[config.mk]
export PLATFORM = sky130hd
export DESIGN_NAME = switch_conditioner
export DESIGN_NICKNAME = d
export VERILOG_FILES = /design/src/rtl/switch_conditioner.sv
export SDC_FILE = /design/constraint.sdc
export NUM_CORES = 1
export LEC_CHECK = 0
export BUFFER_PORTS_ARGS = -buffer_cell sky130_fd_sc_hd__buf_4
export CORE_ASPECT_RATIO = 1.1
export CORE_MARGIN = 2
export CORE_UTILIZATION = 43
export DETAILED_ROUTE_END_ITERATION = 8
export PLACE_DENSITY_LB_ADDON = 0.05
export SETUP_SLACK_MARGIN = 0.05
export SLEW_MARGIN = 25
export SYNTH_ARGS = -nofsm -noshare
export SYNTH_HDL_FRONTEND = slang
export SYNTH_SLANG_ARGS = --single-unit
[constraint.sdc]
create_clock -name iCLK -period 4.26 [get_ports iCLK]
set_input_delay 0.213 -clock iCLK [delete_from_list [all_inputs] [get_ports iCLK]]
set_output_delay 0.213 -clock iCLK [all_outputs]
set_load 0.02 [all_outputs]
[src/rtl/switch_conditioner.sv]
// Slide-switch front end for the LED chaser: synchronise, debounce, edge pulses,
// plus a free-running step strobe and a tick-aligned direction bit.
module switch_conditioner #(
  parameter int SYNC_STAGES = 2,
  parameter int DEB_CYCLES  = 500000,
  parameter int TICK_DIV    = 524288
) (
  input  logic iCLK,
  input  logic iRST,
  input  logic iSW,
  output logic oSW,
  output logic oSW_RISE,
  output logic oSW_FALL,
  output logic oTICK,
  output logic oDIR
);

  localparam int DEB_W = (DEB_CYCLES > 1) ? $clog2(DEB_CYCLES) : 1;
  localparam int PRE_W = (TICK_DIV > 1) ? $clog2(TICK_DIV) : 1;
  localparam logic [DEB_W-1:0] DEB_LAST = DEB_W'(DEB_CYCLES - 1);
  localparam logic [PRE_W-1:0] PRE_LAST = PRE_W'(TICK_DIV - 1);

  typedef enum logic [1:0] {
    STABLE_LO,
    WAIT_HI,
    STABLE_HI,
    WAIT_LO
  } deb_state_t;

  logic [SYNC_STAGES-1:0] sync_q;
  logic                   s;

  deb_state_t             state_q, state_d;
  logic [DEB_W-1:0]       deb_cnt_q, deb_cnt_d;
  logic                   sw_q, sw_d;
  logic                   rise_q, rise_d;
  logic                   fall_q, fall_d;

  logic [PRE_W-1:0]       presc_q, presc_d;
  logic                   tick_q, tick_d;
  logic                   dir_q, dir_d;

  // Only sync_q[0] ever looks at the asynchronous switch.
  always_ff @(posedge iCLK) begin
    if (iRST) sync_q[0] <= 1'b0;
    else      sync_q[0] <= iSW;
  end

  genvar gi;
  generate
    for (gi = 1; gi < SYNC_STAGES; gi++) begin : g_sync
      always_ff @(posedge iCLK) begin
        if (iRST) sync_q[gi] <= 1'b0;
        else      sync_q[gi] <= sync_q[gi-1];
      end
    end
  endgenerate

  assign s = sync_q[SYNC_STAGES-1];

  always_ff @(posedge iCLK) begin
    if (iRST) begin
      state_q   <= STABLE_LO;
      deb_cnt_q <= '0;
      sw_q      <= 1'b0;
      rise_q    <= 1'b0;
      fall_q    <= 1'b0;
      presc_q   <= '0;
      tick_q    <= 1'b0;
      dir_q     <= 1'b0;
    end else begin
      state_q   <= state_d;
      deb_cnt_q <= deb_cnt_d;
      sw_q      <= sw_d;
      rise_q    <= rise_d;
      fall_q    <= fall_d;
      presc_q   <= presc_d;
      tick_q    <= tick_d;
      dir_q     <= dir_d;
    end
  end

  // The count is the number of consecutive edges that sampled s at the new level.
  always_comb begin
    state_d   = state_q;
    deb_cnt_d = deb_cnt_q;
    sw_d      = sw_q;
    rise_d    = 1'b0;
    fall_d    = 1'b0;
    unique case (state_q)
      STABLE_LO: begin
        if (s) begin
          state_d   = WAIT_HI;
          deb_cnt_d = DEB_W'(1);
        end
      end
      WAIT_HI: begin
        if (!s) begin
          state_d   = STABLE_LO;
          deb_cnt_d = '0;
        end else if (deb_cnt_q == DEB_LAST) begin
          state_d   = STABLE_HI;
          deb_cnt_d = '0;
          sw_d      = 1'b1;
          rise_d    = 1'b1;
        end else begin
          deb_cnt_d = deb_cnt_q + DEB_W'(1);
        end
      end
      STABLE_HI: begin
        if (!s) begin
          state_d   = WAIT_LO;
          deb_cnt_d = DEB_W'(1);
        end
      end
      WAIT_LO: begin
        if (s) begin
          state_d   = STABLE_HI;
          deb_cnt_d = '0;
        end else if (deb_cnt_q == DEB_LAST) begin
          state_d   = STABLE_LO;
          deb_cnt_d = '0;
          sw_d      = 1'b0;
          fall_d    = 1'b1;
        end else begin
          deb_cnt_d = deb_cnt_q + DEB_W'(1);
        end
      end
      default: begin
        state_d   = STABLE_LO;
        deb_cnt_d = '0;
      end
    endcase
  end

  // tick_q is registered from the next prescaler value so it lines up with presc==LAST.
  always_comb begin
    presc_d = (presc_q == PRE_LAST) ? '0 : presc_q + PRE_W'(1);
    tick_d  = (presc_d == PRE_LAST);
    dir_d   = tick_q ? sw_d : dir_q;
  end

  assign oSW      = sw_q;
  assign oSW_RISE = rise_q;
  assign oSW_FALL = fall_q;
  assign oTICK    = tick_q;
  assign oDIR     = dir_q;

endmodule

==> metrics.txt <==
vias per std cell=5.60; Top-Level Pins=8; pin count of the biggest net entering global routing=29; largest cells by area after synthesis=dfxtp_1 41%, nor2_1 4.9%, a21oi_1 3.7%; Synth async-reset ratio=0%; Sink Count=47; Logic pwr share=between 4 and 5%; Switching Fraction=23.7%; # resized after CTS=0; worst-skew pair later-pin latency=0.30 ns; Die Span X=73.8 um; GR Util All Layers=18.0%; top-area cell type share of the netlist area=40.8%; critical path peak fanout=16; Syn Inst Count=272; Synth Cell Area=2300 um2; Max VDD drop=0.151 mV; syn_area_per_cell=8.47 um2; Residual DRC=0; Layout Nets=around 280; critical path launch point type=flip-flop; syn nets=277; min Tclk post-route=2.56 ns; pre-CTS setup slack=1.71 ns; fraction of power consumed by sequential logic=between 60 and 70%; P_sw=around 0.00018 W; crit path to=deb_cnt_q[13]$_SDFFE_PP0P_; CP delay by family, top=simple AND/OR/NAND/NOR gates; unique cell type count in the Yosys netlist=46; setup TNS=0 ns; run status=complete, no violations; warnings from Yosys=0; CP startpoint=deb_cnt_q[0]$_SDFFE_PP0P_; delay of the slowest critical-path stage=0.78 ns; launching point of the worst reg2reg path=deb_cnt_q[0]$_SDFFE_PP0P_; share of layout cells above drive strength 1=7.38%; GR Overflow Total=0; Starting Density=45.2%; drt initial violations=~110; Synth-to-Final Area Change=6.35%; Reg clk slew, reported paths=0.09 ns; Layout fillers=509; clk root buf=clkbuf_8; WL/cell=about 14 um; antenna violations before repair=0; required time of the critical path=4.47 ns; DPL Wire Length=3260 um; R2R cell count=7; Final Setup Violations=0; Post-synth top cells=47 x dfxtp_1, 30 x nor2_1, 21 x nand2_1; # rows=27; internal power=0.000570 W; final worst-path cycle share=approximately three fifths; total power draw=0.000747 W; routed vias=approximately 1,900; Hold Vio Cnt, Final=0; Fmax achieved=a little under 400 MHz; Max Slew Vio Count=0; number of flops mapped to enable cells by yosys=0; top_reg_cell synth=dfxtp_1; worst-path cell chain=ha_1 > and4_1 > nand4_1 > nor3_1 > nor2_1 > a41oi_1 > a311oi_1; register area share after synthesis=40.8%; TritonCTS clock tree=built; WP buf/inv=0; Die Ht=80.8 um; drt pass-1 iters=5; cell taking the most area after synthesis=dfxtp_1; final hold slack=0.115 ns; CP Data Arrival Time=2.77 ns; DRT Wirelength=4850 um; clock share of power=35.3%; antenna-violating nets left=0; Levels on crit path=7; diode count=0; IO buf count=7; Max-slew headroom=32.1%; count leader, synth=dfxtp_1; H-tree Lvls=2; Reg2Reg Setup Slack=about 1.7 ns; Static Leakage=0.811 nW; CP Capture Type=flip-flop; slowest CP cell=nor2_1; DIE AREA=5960 um2; Hold Crit Class=in -> reg; clock skew=0.00483 ns; Post-CTS Setup Bufs=0; Core Footprint=5100 um2; cts bufs inserted=5; Inst Count DP=335; vias in the first global route=1,743; hold buffers post-CTS=0; WS Path Type=reg -> reg; synthesized flop and latch total=47; first-pass GRT wire length=~8400 um; clock buffer depth=2; worst slew pin tran=1.01 ns; post-route worst setup slack=between 1.5 and 2 ns; power density cells=305 nW/um2; RSZ-0062 raised after global routing=no; worst reg2reg path endpoint=deb_cnt_q[13]$_SDFFE_PP0P_; Layout Cells excl Fill=343; gp weighted congestion=0.782; Max Cap Violations=0
## how the worst min path moves through the flow
stage | start | to | slack [ns] | cells past startpoint
3_3_place_gp | sync_q[0]$_SDFF_PP0_ | s$_SDFF_PP0_ | 0.42 | 1
3_5_place_dp | sync_q[0]$_SDFF_PP0_ | s$_SDFF_PP0_ | 0.43 | 1
5_1_grt | iSW | sync_q[0]$_SDFF_PP0_ | 0.12 | 2
2_1_floorplan | iSW | sync_q[0]$_SDFF_PP0_ | 0.34 | 1
4_1_cts | iSW | sync_q[0]$_SDFF_PP0_ | 0.11 | 2
6_report | iSW | sync_q[0]$_SDFF_PP0_ | 0.12 | 2
## sequential cells by signal, indices dropped and copies added (netlist names), named ones only
name and flops:
state_q 1, oTICK 1, presc_q 19, sync_q 1, oSW 1, deb_cnt_q 19
oSW_FALL 1, oDIR 1, oSW_RISE 1, s 1
## stage by stage
| stage | cell area (um2) | util [%] |
|---|---|---|
| floorplan | 2300 | - |
| global route | 2450 | 48.1 |
| global placement | 2370 | 46.5 |
| CTS | 2450 | 48.1 |
| detailed placement | 2370 | 46.5 |
| finish | 2450 | 48.1 |
## routing by layer
metal,vias up,track usage [%],wire [um]
met1,905,24.1,2340
met2,13,28.8,2350
met3,7,4.09,100
met4,0,5.45,62
met5,-,0,0
li1,995,-,-
## cell usage in the layout, fill, tap and decap left out, types with 3 or more instances in the layout
cell type,count
dfxtp_1,47
a31oi_1,4
nand4b_1,3
clkbuf_8,5
a41oi_1,3
and4_1,5
nand2b_1,4
o21ai_1,4
a311oi_1,7
and2_1,6
nand2_1,21
nor2_1,30
xor2_1,8
xnor2_1,7
nor2b_1,4
a21oi_1,17
nand3_1,17
buf_4,8
o21ai_0,11
and3_1,7
nand4_1,9
o211a_1,3
nor3_1,8
nor4b_1,3
## power groups by stage
stage          Clock (W)  Combinational (W)  Sequential [W]
5_1_grt         0.000292          0.0000364        0.000452
4_1_cts         0.000274          0.0000330        0.000451
3_3_place_gp           0          0.0000334        0.000461
3_5_place_dp           0          0.0000329        0.000461
6_report        0.000264          0.0000324        0.000451
2_1_floorplan          0          0.0000257        0.000458
## final cells by class
type                    instances  area, um2  area share, %
multi-input cells             206       1270           51.9
well taps                      72       90.1           3.68
flip-flops and latches         47        941           38.4
repair buffers                  8       60.1           2.45
clock inverters                 1       5.00          0.204
clock buffers                   7       76.3           3.11
inverters                       2       7.51          0.306
## logic make-up (layout without fill, tap and decap cells)
| group | count (synthesis) | in the layout | share of synthesized area, % |
|---|---|---|---|
| DFF | 47 | 47 | 40.8 |
| xor gates and xnor gates | 15 | 15 | 5.70 |
| adders and majority gates | 2 | 2 | 1.09 |
| and+or+nand+nor | 127 | 127 | 29.7 |
| AOI/OAI and AO/OA | 62 | 62 | 18.7 |
| buffers and inverters | 19 | 18 | 4.02 |
Power figures use the tool's default switching activity.
